--- src/rtl/ls_down_timer.sv ---
// Loadable down-counter/timer with ENP/ENT enables, one-cycle DONE on expiry,
// and optional auto-reload of the last loaded value for periodic operation.
module ls_down_timer #(
   parameter int WIDTH = 4
) (
   input  logic             CLK,
   input  logic             CLR,
   input  logic [WIDTH-1:0] D,
   input  logic             LOAD_n,
   input  logic             ENP,
   input  logic             ENT,
   input  logic             RELOAD,
   output logic [WIDTH-1:0] Q,
   output logic [1:0]       STATE,
   output logic             DONE,
   output logic             BO
);

   typedef enum logic [1:0] {
      ST_IDLE    = 2'b00,
      ST_RUN     = 2'b01,
      ST_EXPIRED = 2'b10
   } state_t;

   localparam logic [WIDTH-1:0] C_ZERO = {WIDTH{1'b0}};
   localparam logic [WIDTH-1:0] C_ONE  = {{(WIDTH-1){1'b0}}, 1'b1};

   state_t           r_state;
   state_t           w_state_nxt;
   logic [WIDTH-1:0] r_q;
   logic [WIDTH-1:0] w_q_nxt;
   logic [WIDTH-1:0] r_reload;
   logic [WIDTH-1:0] w_reload_nxt;
   logic             r_done;
   logic             w_done_nxt;
   logic             w_count_en;

   assign w_count_en = ENP & ENT;

   // State, count, reload value and expiry pulse registers.
   always_ff @(posedge CLK or posedge CLR) begin
      if (CLR) begin
         r_state  <= ST_IDLE;
         r_q      <= C_ZERO;
         r_reload <= C_ZERO;
         r_done   <= 1'b0;
      end else begin
         r_state  <= w_state_nxt;
         r_q      <= w_q_nxt;
         r_reload <= w_reload_nxt;
         r_done   <= w_done_nxt;
      end
   end

   // Next-state logic: load beats counting, so a load on the expiry edge suppresses DONE.
   always_comb begin
      w_state_nxt  = r_state;
      w_q_nxt      = r_q;
      w_reload_nxt = r_reload;
      w_done_nxt   = 1'b0;
      if (!LOAD_n) begin
         w_q_nxt      = D;
         w_reload_nxt = D;
         if (D != C_ZERO) begin
            w_state_nxt = ST_RUN;
         end else begin
            w_state_nxt = ST_IDLE;
         end
      end else begin
         case (r_state)
            ST_IDLE: begin
               w_q_nxt = r_q;
            end
            ST_RUN: begin
               if (w_count_en) begin
                  if (r_q > C_ONE) begin
                     w_q_nxt = r_q - C_ONE;
                  end else if (r_q == C_ONE) begin
                     w_done_nxt = 1'b1;
                     if (RELOAD) begin
                        w_q_nxt = r_reload;
                     end else begin
                        w_q_nxt     = C_ZERO;
                        w_state_nxt = ST_EXPIRED;
                     end
                  end else begin
                     // RUN with a zero count cannot arise from a load; park safely.
                     w_q_nxt     = C_ZERO;
                     w_state_nxt = ST_IDLE;
                  end
               end else begin
                  w_q_nxt = r_q;
               end
            end
            ST_EXPIRED: begin
               w_q_nxt = C_ZERO;
            end
            default: begin
               w_q_nxt     = C_ZERO;
               w_state_nxt = ST_IDLE;
            end
         endcase
      end
   end

   assign Q     = r_q;
   assign STATE = r_state;
   assign DONE  = r_done;
   assign BO    = ENT & (r_q == C_ZERO);

endmodule

--- config.mk ---
export PLATFORM = sky130hd
export DESIGN_NAME = ls_down_timer
export DESIGN_NICKNAME = d
export VERILOG_FILES = /design/src/rtl/ls_down_timer.sv
export SDC_FILE = /design/constraint.sdc
export NUM_CORES = 1
export LEC_CHECK = 0
export ABC_AREA = 1
export CAP_MARGIN = 0
export CORE_MARGIN = 2
export CORE_UTILIZATION = 39
export DETAILED_ROUTE_END_ITERATION = 6
export GPL_TIMING_DRIVEN = 0
export PLACE_DENSITY = 0.65
export SYNTH_ARGS = -nofsm -noshare
export SYNTH_HDL_FRONTEND = slang
export SYNTH_SLANG_ARGS = --single-unit
--- constraint.sdc ---
create_clock -name CLK -period 1.6 [get_ports CLK]
set_input_delay 0.32 -clock CLK [delete_from_list [all_inputs] [get_ports CLK]]
set_output_delay 0.32 -clock CLK [all_outputs]
set_load 0.02 [all_outputs]
# Word level (Yosys, flattened, before mapping)
# Cells that the tools add are included.
dict set report classes {
  addsub 1
  magnitude_cmp 1
  eq_ne 8
  n_mux 18
  bitwise 2
  reduce_logical 6
}
# operator count
set op_table {}
lappend op_table {{4-bit two-way mux} 5}
lappend op_table {{2-bit two-way mux} 5}
lappend op_table {{4-bit case mux with 2 select lines} 1}
lappend op_table {{1-bit two-way mux} 6}
lappend op_table {{3-bit inequality test (second input constant)} 2}
lappend op_table {{4-bit by 1-bit == test with 1-bit output (second input constant)} 1}
lappend op_table {{4-bit by 1-bit > comparator with 1-bit output (second input constant)} 1}
lappend op_table {{4-bit logical NOT} 1}
lappend op_table {{2-bit inequality test (second input constant)} 2}
lappend op_table {{4-bit inequality test (second input constant)} 1}
lappend op_table {{2-bit case mux with 2 select lines} 1}
lappend op_table {{4-bit AND reduction} 1}
lappend op_table {{4-bit nonzero test} 1}
lappend op_table {{4-bit by 1-bit subtractor with 4-bit output (second input constant)} 1}
lappend op_table {{1-bit AND} 2}
lappend op_table {{2-bit by 1-bit == test with 1-bit output (second input constant)} 1}
lappend op_table {{2-bit == test (second input constant)} 1}
lappend op_table {{2-bit logical NOT} 1}
lappend op_table {{2-bit AND reduction} 1}
lappend op_table {{2-bit OR reduction} 1}
dict set report word_totals {
  regBits 11
  word_cells 40
}

# Longest topological paths before layout
# Gate-level depths: netlist (run 1).
dict set report logic_depth {
  word_depth 6
  mapped_depth 8
  mapped_depth_nobuf 8
}

# Worst setup path after synthesis (run 1)
# No wires, ideal clock.
dict set report synth_path {
  path_type {flip-flop to flip-flop}
  start {reg r_q[0] (netlist: Q[0])}
  end {reg r_state[1] (netlist: STATE[1])}
  t_arrival_ns 1.322
  required_ns 1.474
  slack_ns 0.152
  path_stages_with_launch 7
  path_buffers 0
  synth_period_minus_slack_ns 1.448
  cell_sequence {dfrtp_1 > inv_1 > ha_1 > o21ai_2 > nand2_1 > nand3_1 > o21ai_0}
}
dict set report synth_via {
  elab_chain_len 6
}
# item line
set synth_lines {}
lappend synth_lines {{start: declaration} 30} ;# logic [WIDTH-1:0] r_q;
lappend synth_lines {{start signal: assignment} 49} ;# r_q <= w_q_nxt;
lappend synth_lines {{4-bit by 1-bit == test with 1-bit output} 78} ;# end else if (r_q == C_ONE) begin
lappend synth_lines {{2-bit two-way mux} 78}
lappend synth_lines {{2-bit two-way mux} 76} ;# if (r_q > C_ONE) begin
lappend synth_lines {{2-bit two-way mux} 75} ;# if (w_count_en) begin
lappend synth_lines {{2-bit case mux with 2 select lines} 70} ;# case (r_state)
lappend synth_lines {{2-bit two-way mux} 61} ;# if (!LOAD_n) begin
lappend synth_lines {{end signal: assignment} 48} ;# r_state <= w_state_nxt;
lappend synth_lines {{end: declaration} 28} ;# state_t r_state;
# Several ways; a longest one is shown, not always the timed one. The select of a mux whose other input is x is not followed.
# A chain may end at the register's enable or synchronous reset.

# Worst setup path in the final report (run 1)
dict set report layout_path {
  start {reg r_q[0] (netlist: Q[0])}
  end {out BO}
}
dict set report layout_via {
  elab_chain_len 2
}
# item line
set layout_lines {}
lappend layout_lines {{4-bit logical NOT} 109} ;# assign BO = ENT & (r_q == C_ZERO);
lappend layout_lines {{1-bit AND} 109}
lappend layout_lines {{end: declaration} 16} ;# output logic BO
# No other way between the ends.

==> flow_results.org, run 1 <==
** Logic synthesis
- Of all cell types, the one taking the most synthesized area is sky130_fd_sc_hd__dfrtp_1.
- When the netlist entered floorplanning its net count stood at 109.
- After synthesis the netlist holds a flip-flop and latch count of 11.
- Number of standard cells after synthesis :: 96
- Among all flip-flop cells after synthesis, the most frequent one is sky130_fd_sc_hd__dfrtp_1.
- Top-count cell post-synth :: sky130_fd_sc_hd__nand2_1
- The cell area that synthesis handed to floorplanning was around 670 um2.
- Leading cell types by total area after synthesis :: sky130_fd_sc_hd__dfrtp_1, sky130_fd_sc_hd__nand2_1, sky130_fd_sc_hd__a21oi_1
- A synthesized cell averages 6.973 um2.
- Top post-synthesis cells by count :: sky130_fd_sc_hd__nand2_1, sky130_fd_sc_hd__dfrtp_1, sky130_fd_sc_hd__nor2_1, sky130_fd_sc_hd__inv_1, sky130_fd_sc_hd__a21oi_1
- Synth unique cells :: 14
- Fraction of registers with async set/reset :: 100.0%
- For this run, the number of Yosys warnings is 0.
- Sequential share of the synthesized area :: about two fifths
- Yosys top cell area share :: roughly two fifths
- Number of enable flip-flop cells after synthesis :: 0

** Critical path
- Arrival time at the worst endpoint :: between 1 and 1.5 ns
- Critical path class :: reg -> out
- The worst setup path is launched from a register.
- Critical path capture point type :: primary output
- Worst Path Max Fanout :: 5
- STA puts the critical path data required time at 1.28 ns.

** Final layout
- Utilization of the core after routing :: 57.22%
- Nets :: 133
- 0 antenna diodes ended up in the layout.
- Layout cells sized above 1 :: between 10% and 20%
- Non-Filler Instances :: 135
- Compared with the post-synthesis result, the final layout area differs by 33.27%.
- Design area :: 892.1 um2

** Placed design
- Counting tap cells, the placed design contains a total of 129 instances.
- The congestion estimate from routability-driven global placement came to 0.7952.
- Summing all placed instances gives a cell area of 859.6 um2.
- The count of buffers added on input and output ports is 17.
- Post-detailed-placement half-perimeter wirelength :: 1183 um

** Run status
- Outcome :: finished clean

** Power and ir drop
- Power density over the cells :: roughly 1100 nW/um2
- The worst-case IR drop observed on VDD is 0.7069 mV.
- The analysis attributes to cell leakage a power of 0.4552 nW.

** STA
- Final count of negative-setup-slack endpoints :: 0
- Headroom to the max-slew limit came out at 71.71%.
- Actual transition at the worst max-transition pin :: 0.4238 ns
- The clock arrives with 0.008481 ns of skew.
- Period Utilization, post-route :: 96.90%
- F_max :: 0.6450 GHz
- The number of slew-limit violations in the final report is 0.
- The count of final hold-check violations came to 0.
- Final period demand of the worst path :: roughly 1.6 ns
- For the final routed database, the setup TNS stands at 0 ns.
- Setup repair after global routing missed its margin :: false

** Die
- Ports :: 18
- Row generation in the floorplan step produced 14 rows.
- Chip width :: approximately 45 um
- Die height :: 45.43 um
- Core area :: roughly 1600 um2
- Total die area :: 2064 um2
- Starting density of the core :: 42.94%

** Clocking
- Clock transition at the register clock pins on the worst setup and hold paths after CTS :: 0.07 ns
- Clock tree synthesis found a total of 11 sinks.
- CTS tree :: done
- In this run the deepest clock path goes through 2 buffers.
- Clock root buffer :: sky130_fd_sc_hd__clkbuf_4
- For this design, the CTS-stage hold fixing added 0 buffers.
- The later pin in the worst-skew pair is clocked with a latency of 0.27 ns.
- Number of levels in the clock H-tree :: 1
- Cts bufs inserted :: 3

** Global route
- Entering global routing, the biggest net connects 12 pins.
- Global routing finished with a remaining overflow of 0.
- Aggregate global-route resource usage :: 16.78%
- Number of antenna violations at the first check in global routing :: 0
- First-pass GRT wire length :: approximately 2400 um
- Number of global-route vias before repair :: around 550

** Route
- In the routed layout, each cell is associated on average with a via count of 4.956.
- The first detailed-routing pass ran for 4 iterations.
- Number of nets with antenna violations after detailed routing :: 0
- For this run, design rule violations remaining after detail routing come to 0.
- DR vias :: 669
- Iteration-0 DRC count of the detailed router :: 5
- Final routed wirelength across all metal layers :: 1498 um
- Dividing the detail-routed wire length by the instance count gives 11.10 um.

** Hold path
- The min-delay analysis places its worst path in the category in -> async.

** Job
- The tool flagged a number of max-cap violations equal to 0.
## area by class of cell
cell class | instances | area [um2]
clock buffer | 4 | 26.28
sequential | 11 | 276.5
fill | 173 | 666.9
timing repair buffer | 19 | 172.7
multi-input combinational | 73 | 351.6
inverter | 12 | 45.04
tap | 16 | 20.02
## final timing paths
kind	slack, ns	end	cells past startpoint	from
max	0.05	BO	5	Q[0]
min	0.33	STATE[1]	2	CLR
max reg2reg	0.19	STATE[0]	7	Q[0]
min reg2reg	0.50	r_reload[1]	2	r_reload[1]
max in group asynchronous	0.94	Q[0]	2	CLR
min in group CLK	0.50	r_reload[1]	2	r_reload[1]
## what timing repair did
item,CTS,global route
endpoints found under the setup margin,7,2
pin swaps,0,1
hold endpoints to repair,0,0
gates resized for setup,13,1
setup buffers,0,2
## critical path: stages, from the launching register on
cell                      delay (ns)
sky130_fd_sc_hd__dfrtp_2        0.44
sky130_fd_sc_hd__inv_2          0.09
sky130_fd_sc_hd__ha_1           0.14
sky130_fd_sc_hd__nand2_1        0.05
sky130_fd_sc_hd__nor2_1         0.08
sky130_fd_sc_hd__buf_2          0.16
## cells by family after synthesis
logic type / Yosys count / share of synthesized area, %
compound gates: 13 / 10.84
xor+xnor: 1 / 1.309
fa+ha+maj: 3 / 5.608
buf+inv: 12 / 6.730
flops: 11 / 41.12
simple gates: 56 / 34.39
## placed cells by master (no fill, tap or decap)
cell	Yosys	routed
sky130_fd_sc_hd__nand2_1	34	34
sky130_fd_sc_hd__dfrtp_1	11	10
sky130_fd_sc_hd__nor2_1	11	10
sky130_fd_sc_hd__clkdlybuf4s50_1	0	10
sky130_fd_sc_hd__a21oi_1	9	9
sky130_fd_sc_hd__inv_1	10	8
sky130_fd_sc_hd__nand3_1	7	7
sky130_fd_sc_hd__dlygate4sd2_1	0	6
sky130_fd_sc_hd__inv_2	2	4
sky130_fd_sc_hd__nor2_2	2	3
sky130_fd_sc_hd__ha_1	3	3
sky130_fd_sc_hd__clkbuf_4	0	3
sky130_fd_sc_hd__o21ai_2	2	2
sky130_fd_sc_hd__o21ai_0	2	2
sky130_fd_sc_hd__buf_4	0	2
sky130_fd_sc_hd__dfrtp_2	0	1
sky130_fd_sc_hd__xnor2_1	1	1
sky130_fd_sc_hd__nand3b_1	1	1
sky130_fd_sc_hd__nor4_1	1	1
sky130_fd_sc_hd__clkbuf_1	0	1
sky130_fd_sc_hd__buf_2	0	1
## flip-flops by register name (all words and copies together), names as in the netlist
register  flops
DONE          1
STATE         2
Q             4
r_reload      4
## power breakdown
part | switching (mW) | internal (mW) | total (mW) | leakage (nW)
logic | 0.230 | 0.167 | 0.397 | 0.308
clock network | 0.0915 | 0.0965 | 0.188 | 0.0150
registers | 0.0529 | 0.322 | 0.375 | 0.133
total | 0.374 | 0.586 | 0.960 | 0.455
## metrics by stage
stage / power [mW] / setup slack [ns] / hold slack (ns)
detailed placement: 0.7831 / -0.2590 / 0.4745
floorplan: 0.6287 / 0.1520 / 0.1724
CTS: 0.9510 / 0.03425 / 0.3517
global route: 1.033 / 0.004449 / 0.3935
finish: 0.9598 / 0.04964 / 0.3338
global placement: 0.7786 / -0.2523 / 0.4617
## per-layer routing
metal | part of all wire, % | up-vias | track usage (%)
li1 | - | 350 | -
met1 | 48 | 301 | 22.36
met2 | 45 | 14 | 25.07
met3 | 4.1 | 4 | 2.778
met4 | 2.5 | 0 | 10.59
met5 | 0 | - | 0
Power figures use the tool's default switching activity.
==> inputs of run 2 (changes only) <==
--- a/config.mk
+++ b/config.mk
@@ -11,7 +11,9 @@
 export CORE_UTILIZATION = 39
 export DETAILED_ROUTE_END_ITERATION = 6
 export GPL_TIMING_DRIVEN = 0
+export HOLD_SLACK_MARGIN = 0.03
 export PLACE_DENSITY = 0.65
+export RECOVER_POWER = 25
 export SYNTH_ARGS = -nofsm -noshare
 export SYNTH_HDL_FRONTEND = slang
 export SYNTH_SLANG_ARGS = --single-unit
==> run 2 against run 1 <==
  * Final cell count stayed put
  * Clock skew unchanged
  * Combinational power is essentially flat
  * Flip-flop and latch count is the same
  * Routed wire length is essentially flat
  * Via count unchanged
  * Critical path depth unchanged
  * Non-clock buffer count is the same
  * Cell area unchanged
  * First-iteration DRC count did not move
  * Hold slack gained 0.14 ns
  * Critical path type unchanged
  * Critical endpoint unchanged
  * Highest routed layer unchanged
==> flow_results.org, run 2 (synthesis gave the netlist of run 1 again) <==
** Route
- DR vias :: 669
- Iteration-0 DRC count of the detailed router :: 5
- After detailed routing, the total wire length is 1497 um.
- Remaining DRCs :: 0
- First-pass detailed-route iteration total :: 4
- In the routed layout, each cell is associated on average with a via count of slightly below 5.
- Once detail routing completed, the nets flagged for antenna violations numbered 0.
- In the final routed layout, each cell accounts on average for 11.09 um.

** Placed design
- Count of port buffers added during placement :: 17
- Routability-driven placement congestion ratio :: ~0.80
- After legalization and detailed placement, the total HPWL measured 1183 um.
- OpenSTA, run right after detailed placement, puts the worst setup slack at -0.2590 ns.

** Die
- The core region is 1559 um2.
- Ports :: 18
- Measured along the y axis, the die boundary spans between 40 and 50 um.
- Row generation in the floorplan step produced 14 rows.
- Chip width :: ~45 um
- The die covers 2064 um2.
- Starting density of the core :: 42.94%

** Final layout
- The area growth from synthesis to layout is 33.27%.
- For this run, the post-layout net count is 133.
- Most frequent standard cell in the layout excluding fill and tap cells :: sky130_fd_sc_hd__nand2_1
- For this run, the share of the core covered by cells in the final layout is 57.22%.
- 0 antenna diodes ended up in the layout.
- In the layout the commonest cells are sky130_fd_sc_hd__nand2_1, sky130_fd_sc_hd__dfrtp_1, sky130_fd_sc_hd__nor2_1.
- The filler cells instantiated in the layout total 173.
- Layout cells sized above 1 :: 13.45%

** Critical path
- CP required :: 1.28 ns
- STA puts the critical path data arrival time at about 1.2 ns.
- Longest individual stage delay on the worst path :: 0.44 ns
- The worst setup path is captured at a primary output.
- In this run the worst path has a maximum fanout of 5.
- The critical path contains buffers and inverters numbering 2 combined.
- Startpoint types :: register
- The critical path starts at Q[0].
- The critical path is of the reg -> out type.
- Cell with the largest stage delay on the worst path :: sky130_fd_sc_hd__dfrtp_2
- The startpoint identified for the worst register-to-register timing path is Q[0].
- Cell family with most CP delay :: flip-flops
- Traced cell by cell, the critical path runs through inv_2 > ha_1 > nand2_1 > nor2_1 > buf_2.

** Global route
- The number of antenna violations at the first check in global routing was 0.
- Grt ovf :: 0
- Aggregate global-route resource usage :: 16.78%
- Entering global routing, the biggest net connects 12 pins.
- The first global-routing pass estimated 2421 um of wire.
- Number of global-route vias before repair :: ~550

** Clocking
- Clock insertion delay at the later pin of the skew report :: 0.27 ns
- CTS built an H-tree with a depth of 1.
- Buffer levels on the longest clock path :: 2
- TritonCTS built the clock tree.
- Sinks on the clock net :: 11
- Clock transition at the register clock pins on the worst setup and hold paths after CTS :: 0.07 ns
- In this run, CTS created clock tree buffers numbering 3.
- The tree is rooted in a sky130_fd_sc_hd__clkbuf_4.

** STA
- The worst path uses 96.90% of the clock period.
- Worst slew margin :: 71.74%
- Setup repair after global routing left no endpoint under its margin.
- Across all setup checks in the final design, the least slack found is 0.04964 ns.
- Setup violations remaining at the end of the flow were counted as 0.
- Final count of hold timing violations :: 0
- Clock tree skew after final layout :: 0.008481 ns
- Actual transition at the worst max-transition pin :: 0.4235 ns
- The number of slew-limit violations in the final report was 0.
- F_max :: 0.6450 GHz
- Final period demand of the worst path :: 1.550 ns

** Power and ir drop
- Of the total power, combinational logic draws 41.3%.
- For this design the total switching power over the nets is 374.1 uW.
- The clock network accounts for between 10% and 20% of the total power.
- Sw Share :: roughly 39%
- Of the total power, registers draw ~40%.
- Cell internal power was estimated by the tool at 585.2 uW.
- Peak supply drop :: between 0.7 and 0.8 mV
- For this design the static power due to leakage is 0.4555 nW.
- Power density over the cells :: 1075 nW/um2

** Job
- Across the run, the number of max-cap violations was 0.

** Run status
- The flow ran to the end, and the final reports show no timing, DRC or antenna violations.

** Hold path
- The path class of the tightest hold or removal check is in -> async.
run 2: cell types whose count changed in the layout (fill, tap and decap cells not counted):
cell / delta
sky130_fd_sc_hd__dlygate4sd3_1: +1
sky130_fd_sc_hd__clkdlybuf4s50_1: -1
run 2: worst paths after layout:
kind,slack (ns),to,cells past startpoint
max,0.05,BO,5
min,0.47,STATE[1],2
max reg2reg,0.19,STATE[0],7
min reg2reg,0.50,r_reload[1],2
max in group asynchronous,0.80,Q[0],2
min in group CLK,0.50,r_reload[1],2
run 2: power by group through the flow:
stage | Combinational (mW) | Clock [mW] | Sequential, mW
6_report | 0.396 | 0.188 | 0.375
4_1_cts | 0.385 | 0.192 | 0.374
3_3_place_gp | 0.404 | 0 | 0.375
2_1_floorplan | 0.221 | 0 | 0.408
3_5_place_dp | 0.406 | 0 | 0.377
5_1_grt | 0.450 | 0.199 | 0.383
run 2: timing repair:
item	4_1_cts	5_1_grt
pin swaps	0	1
buffers inserted	0	2
endpoints found under the setup margin	7	2
resized for setup	13	1
hold buffers	0	0
run 2: layout make-up:
| cell class | instances | area (um2) | share of cell area [%] |
|---|---|---|---|
| Clock buffer | 4 | 26.28 | 2.945 |
| Inverter | 12 | 45.04 | 5.049 |
| Multi-Input combinational cell | 73 | 351.6 | 39.41 |
| Sequential cell | 11 | 276.5 | 31.00 |
| Tap cell | 16 | 20.02 | 2.244 |
| Timing Repair Buffer | 19 | 172.7 | 19.35 |
run 2: per-stage QoR:
stage / power [mW] / hold WS, ns / setup TNS (ns) / instance area, um2 / std cells
after floorplan: 0.6287 / 0.1724 / 0 / 669.4 / 96
after global placement: 0.7786 / 0.4617 / -0.6569 / 859.6 / 129
after detailed placement: 0.7831 / 0.4745 / -0.7106 / 859.6 / 129
after CTS: 0.9510 / 0.3517 / 0 / 877.1 / 133
after global routing: 1.032 / 0.5253 / 0 / 892.1 / 135
final: 0.9593 / 0.4714 / 0 / 892.1 / 135
run 2: metal layers:
layer	vias up	track usage, %	routed length (um)
li1	350	-	-
met1	301	22.36	722
met2	14	25.07	675
met3	4	2.778	62
met4	0	10.59	37
met5	-	0	0
==> inputs of run 3 (changes only) <==
--- a/config.mk
+++ b/config.mk
@@ -7,7 +7,7 @@
 export LEC_CHECK = 0
 export ABC_AREA = 1
 export CAP_MARGIN = 0
-export CORE_MARGIN = 2
+export CORE_MARGIN = 3
 export CORE_UTILIZATION = 39
 export DETAILED_ROUTE_END_ITERATION = 6
 export GPL_TIMING_DRIVEN = 0
==> constraint.sdc (replaced) <==
create_clock -name CLK -period 1.9 [get_ports CLK]
set_input_delay 0.38 -clock CLK [delete_from_list [all_inputs] [get_ports CLK]]
set_output_delay 0.38 -clock CLK [all_outputs]
set_load 0.02 [all_outputs]
==> run 3 against run 2 <==
  * Global-route usage decreased by 1.2 points
  * Cell area fell by 1.3%
  * Routed wire length fell by 1.0%
  * Combinational power fell by 15%
  * Power decreased by 15%
  * Clock-buffer cell count is the same
  * Non-clock buffer count down 2
  * Critical path type unchanged
  * Highest routed layer unchanged
==> flow_results.org, run 3 (synthesis gave the netlist of run 1 again) <==
** Critical path
- The critical path is of the reg -> out type.
- Cell with the largest stage delay on the worst path :: sky130_fd_sc_hd__clkdlybuf4s50_1
- Along the worst path, the maximum fanout reaches 5.
- Setup slack of the worst register-to-register path :: around 0.42 ns
- Traced cell by cell, the critical path runs through clkdlybuf4s50_1.
- Arrival time at the worst endpoint :: 1.34 ns
- CP required :: between 1.5 and 2 ns
- On the worst path, the slowest cell contributes a delay of 0.64 ns.
- Measured in cells, the most critical reg-to-reg path has a length of 7.
- STA classifies the critical path startpoint as a register.
- Buffers and inverters on the worst path :: 1
- In this run the worst setup path begins at Q[0].
- Capture instance of the worst register-to-register path :: Q[3]
- Count of cell instances traversed by the critical path :: 1
- Cell family with most CP delay :: buffers and inverters
- The worst setup path is captured at a primary output.
- The startpoint identified for the worst register-to-register timing path is Q[0].

** Power and ir drop
- Peak supply drop :: approximately 0.49 mV
- The analysis attributes to cell leakage a power of 0.4393 nW.
- Overall Power :: 814.0 uW
- Internal power consumption :: around 500 uW
- Per report_power, the sequential group accounts for 38.4% of the total.
- Per report_power, the combinational group accounts for around two fifths of the total.
- Sw Share :: 38.68%
- Power density over the cells :: 924.1 nW/um2
- Share of power burned in the clock network :: 20.1%
- Summed over all nets, the switching power comes to about 310 uW.

** STA
- In the finished design, the share of the clock period the worst path needs comes to 90.54%.
- Setup total negative slack on the finished layout was measured at 0 ns.
- Post-route worst setup slack :: 0.1797 ns
- Setup repair after global routing missed its margin :: false
- The routed design could run at a clock period as short as 1.720 ns.
- Final count of negative-setup-slack endpoints :: 0
- For this run, the top clock speed supported by timing is 0.5813 GHz.
- For the final database, setup skew stands at 0.003674 ns.
- The count of final hold-check violations was 0.
- For the pin with the worst max-slew slack, the measured transition is 0.4208 ns.
- Headroom to the max-slew limit came out at 71.91%.
- Worst hold slack across all endpoints :: about 0.5 ns
- Final slew viol count :: 0

** Route
- Number of vias per cell after detailed routing :: 4.940
- For this block, the routed nets add up to around 1500 um of wire.
- First-pass detailed-route iteration total :: 4
- For this run, design rule violations remaining after detail routing come to 0.
- After detailed routing, the average wire length per cell comes to 11.14 um.
- DR vias :: 657
- Number of nets with antenna violations after detailed routing :: 0
- Iteration-0 DRC count of the detailed router :: 10

** Global route
- The number of antenna violations at the first check in global routing was 0.
- The first global-routing pass estimated 2401 um of wire.
- Aggregate global-route resource usage :: roughly 16%
- The via count of the first global-routing pass was roughly 570.
- Largest net degree at the start of global routing :: 12
- Grt ovf :: 0

** Clocking
- The number of setup buffers added after CTS is 0.
- Buffer levels on the longest clock path :: 2
- Hold repair after CTS inserted 0 buffers.
- The clock drives 11 sinks.
- Clock root buffer :: sky130_fd_sc_hd__clkbuf_4
- Clock insertion delay at the later pin of the skew report :: 0.27 ns
- Number of levels in the clock H-tree :: 1
- Cts bufs inserted :: 3
- Clock transition at the register clock pins on the worst setup and hold paths after CTS :: 0.07 ns
- CTS tree :: done

** Placed design
- Count of port buffers added during placement :: 17
- Including well taps, the total number of placed cells is 129.
- Routability-driven placement congestion ratio :: 0.8093
- The HPWL after detailed placement is 1193 um.
- Post-place instance area :: 859.6 um2
- Post-Place Setup Slack :: -0.08520 ns

** Hold path
- The worst hold path terminates at r_reload[1].
- Launch instance of the worst min-delay path :: r_reload[1]
- Worst min path class :: reg -> reg
- Hold path cells :: 2

** Die
- From bottom edge to top edge, the die measures 47.43 um.
- During I/O placement, the number of pins put on the boundary was 18.
- In this run the standard cell core region covers 1559 um2.
- Cell Rows :: 14
- Chip width :: about 47 um
- The initial utilization of the core area, before any placement, comes to a little over two fifths.
- The die covers 2250 um2.

** Final layout
- Utilization of the core after routing :: 56.50%
- Relative to the synthesized area, the layout overhead comes to 31.59%.
- The final layout contains between 100 and 150 nets.
- In the layout the commonest cells are sky130_fd_sc_hd__nand2_1, sky130_fd_sc_hd__clkdlybuf4s50_1, sky130_fd_sc_hd__dfrtp_1, sky130_fd_sc_hd__nor2_1, sky130_fd_sc_hd__inv_1.
- Fill cells in the final layout number 156.
- Non-Filler Instances :: 133
- Most frequent standard cell in the layout excluding fill and tap cells :: sky130_fd_sc_hd__nand2_1
- Inserted Diodes :: 0
- In the final layout, the share of cells above drive strength 1 is 8.547%.
- Once layout is done, the placed cells without fillers occupy 880.8 um2.

** Job
- Max-cap violations in this run came to 0.

** Run status
- Outcome :: finished clean
## run 3: cell types whose count changed in the layout (fill, tap and decap cells not counted), moves of 2 or more
cell                              change
sky130_fd_sc_hd__clkdlybuf4s50_1      +6
sky130_fd_sc_hd__inv_1                +2
sky130_fd_sc_hd__inv_2                -2
sky130_fd_sc_hd__dlygate4sd2_1        -6
sky130_fd_sc_hd__buf_4                -2
## run 3: final cells by class
class                      instances  area [um2]  share of cell area (%)
clock buffer                       4       26.28                   2.983
inverter                          12       45.04                   5.114
multi-input combinational         73       349.1                   39.63
sequential                        11       275.3                   31.25
tap                               16       20.02                   2.273
timing repair buffer              17       165.2                   18.75
## run 3: worst max path at each step
stage | slack, ns | end
after floorplan | 0.43 | BO
after CTS | 0.03 | BO
after global routing | 0.11 | BO
final | 0.18 | Q[0]
after detailed placement | -0.09 | BO
after global placement | -0.07 | BO
## run 3: power by group through the flow
stage               combinational (mW)  sequential [mW]  clock (mW)
floorplan                        0.186            0.343           0
global placement                 0.340            0.316           0
detailed placement               0.341            0.318           0
CTS                              0.341            0.313       0.170
global route                     0.384            0.318       0.175
finish                           0.338            0.313       0.164
## run 3: what timing repair did
item | 4_1_cts | 5_1_grt
resized for setup | 1 | 2
setup endpoints to repair | 1 | 1
hold endpoints to repair | 0 | 0
## run 3: worst register-to-register path: stages, from the launching register on
cell and delay [ns]:
sky130_fd_sc_hd__dfrtp_1 0.43, sky130_fd_sc_hd__inv_1 0.12, sky130_fd_sc_hd__ha_1 0.26, sky130_fd_sc_hd__o21ai_2 0.21, sky130_fd_sc_hd__nand2_1 0.12, sky130_fd_sc_hd__nand2_1 0.09, sky130_fd_sc_hd__nand2_1 0.05, sky130_fd_sc_hd__a21oi_1 0.13
## run 3: per-layer routing
metal,vias to the layer above,global-route usage [%],wire length (um)
met4,0,9.945,35
met5,-,0,0
met2,16,22.73,665
met1,294,21.45,703
met3,4,2.256,77
li1,343,-,-
==> patch 1 (config.mk and constraints of run 3) <==
The parameter `WIDTH` goes from 4 to 6.
--- a/src/rtl/ls_down_timer.sv
+++ b/src/rtl/ls_down_timer.sv
@@ -1,7 +1,7 @@
 // Loadable down-counter/timer with ENP/ENT enables, one-cycle DONE on expiry,
 // and optional auto-reload of the last loaded value for periodic operation.
 module ls_down_timer #(
-   parameter int WIDTH = 4
+   parameter int WIDTH = 6
 ) (
    input  logic             CLK,
    input  logic             CLR,
Ports: changed (resized D and Q); port bits go from 18 to 22. The function was not compared with the original's and may differ.
==> patch 1 against run 3 <==
Core utilization down 2.1 points; sequential cell count up 4; synthesized area up 46%; cell area up 42%; cell count up 41%; largest power group is now registers; hold slack better by 0.0042 ns; critical endpoint is now Q[4]; combinational power up 4%; total power up 16%; clock power up 13%; non-clock buffer count up 6; first-iteration DRC count up 140%; setup slack worse by 0.073 ns; routed wire length up 55%; critical path type unchanged.
==> patch 1: results (changes against run 3) <==
* Status: finished, final reports clean
* Hold Path Class: flop to flop
* RePlAce Congestion at 0.855 (+5.7%)
* Post-synth top cells: nand2_1 (42), dfrtp_1 (15), inv_1 (15)
* Seq/Total Area, Yosys at 38.4% (-2.7 points)
* Drt via density at 5.12 (+3.7%)
* Met3 wire length at 102 um (+32%)
* Met2 WL at 1.09 mm (+63%)
* Post-Syn Nets at 150 (+38%)
* Critical Path AT at 1.41 ns (+0.07 ns)
* HP Start: r_reload[2]
* Via count at 963 (+47%)
* Setup Slack @ Placement at -0.167 ns (-0.0820 ns)
* Logic power comb at 0.352 mW (+4%)
* Slowest-stage cell, CP: clkdlybuf4s50_1
* FF-to-FF Start: Q[1]
* Post-synth cell types at 25 (+11)
* Top cells by area, synth: dfrtp_1 (38%), nand2_1 (16%), inv_1 (5.8%)
* Root Driver: clkbuf_4
* Number of DRC markers in iteration 0 at 24 (+14)
* CP Max Fanout at 6 (+1)
* Clock Skews at 0.00204 ns (-0.00163 ns)
* Sw Ratio at 37.7% (-0.96 points)
* Fraction of layout instances using a drive strength above 1 at 12.5% (+4.0 points)
* Routed WL per cell at 12.3 um (+10%)
* Global-route wire length before repair at 4.13 mm (+72%)
* CTS H-Tree Depth at 1 (unchanged)
* Clock transition at path regs at 0.09 ns (+0.02 ns)
* Xor/xnor share of the synthesized area at 0.896% (-0.41 points)
* VDD IR-drop max at 0.398 mV (-19%)
* Metal-1 WL at 1.08 mm (+53%)
* Delay-heaviest family, CP: buffers and inverters
* Layout Nets at 176 (+34%)
* Largest net degree at the start of global routing at 16 (+4)
* Asr flop ratio synth at 100% (unchanged)
* All-layer global routing usage at 16.4% (+0.85 points)
* Post-CTS setup buffers at 0 (unchanged)
* Clk pwr at 0.185 mW (+13%)
* Pins Over Slew Limit at 0 (unchanged)
* Compound-Gate Fraction of Synth Area at 7.43% (-3.4 points)
* Fillers at 234 (+50%)
* Dpl hpwl at 1.81 mm (+51%)
* Number of buffers created by CTS at 3 (unchanged)
* Hold Buf Count CTS at 0 (unchanged)
* Max_slew headroom at 61.9% (-10 points)
* Vias in the first global route at 920 (+62%)
* Post-Synth Adder-Cell Area at 3.84% (-1.8 points)
* Diode count at 0 (unchanged)
* IO buf count at 21 (+4)
* Seq power at 0.405 mW (+29%)
* DP Area at 1220 um^2 (+42%)
* Initial DRT Pass Iterations at 4 (unchanged)
* Syn avg cell area at 7.24 um^2 (+3.8%)
* Crit path from: Q[4]
* CTS max path bufs at 2 (unchanged)
* Sequential cell area at 375 um^2 (+36%)
* Leakage at 0.602 nW (+37%)
-- patch 1: path summary, 6_finish.rpt --
kind,cells after the start,to,slack (ns)
worst max-delay path,1,Q[4],0.11
worst min-delay path,2,r_reload[2],0.49
worst max register to register,11,Q[0],0.37
worst min register to register,2,r_reload[2],0.49
max in group asynchronous,2,Q[3],0.95
min in group asynchronous,2,STATE[0],0.58
-- patch 1: layer usage --
metal | up-vias | GRT usage (%)
met4 | 0 | 6.10
met1 | 454 | 21.5
met2 | 23 | 26.7
met5 | - | 0
li1 | 482 | -
met3 | 4 | 3.02
-- patch 1: repair_timing --
action,in CTS,in global routing
pin swaps,0,0
gates resized for setup,2,3
setup endpoints to repair,1,1
-- patch 1: final cells by class --
cell class                      instances  share of cell area, %
Sequential cell                        15                   30.1
Inverter                               18                   5.41
Multi-Input combinational cell        100                   42.5
Tap cell                               28                   2.81
Clock buffer                            4                   2.10
Buffer                                  2                  0.701
Timing Repair Buffer                   21                   16.4
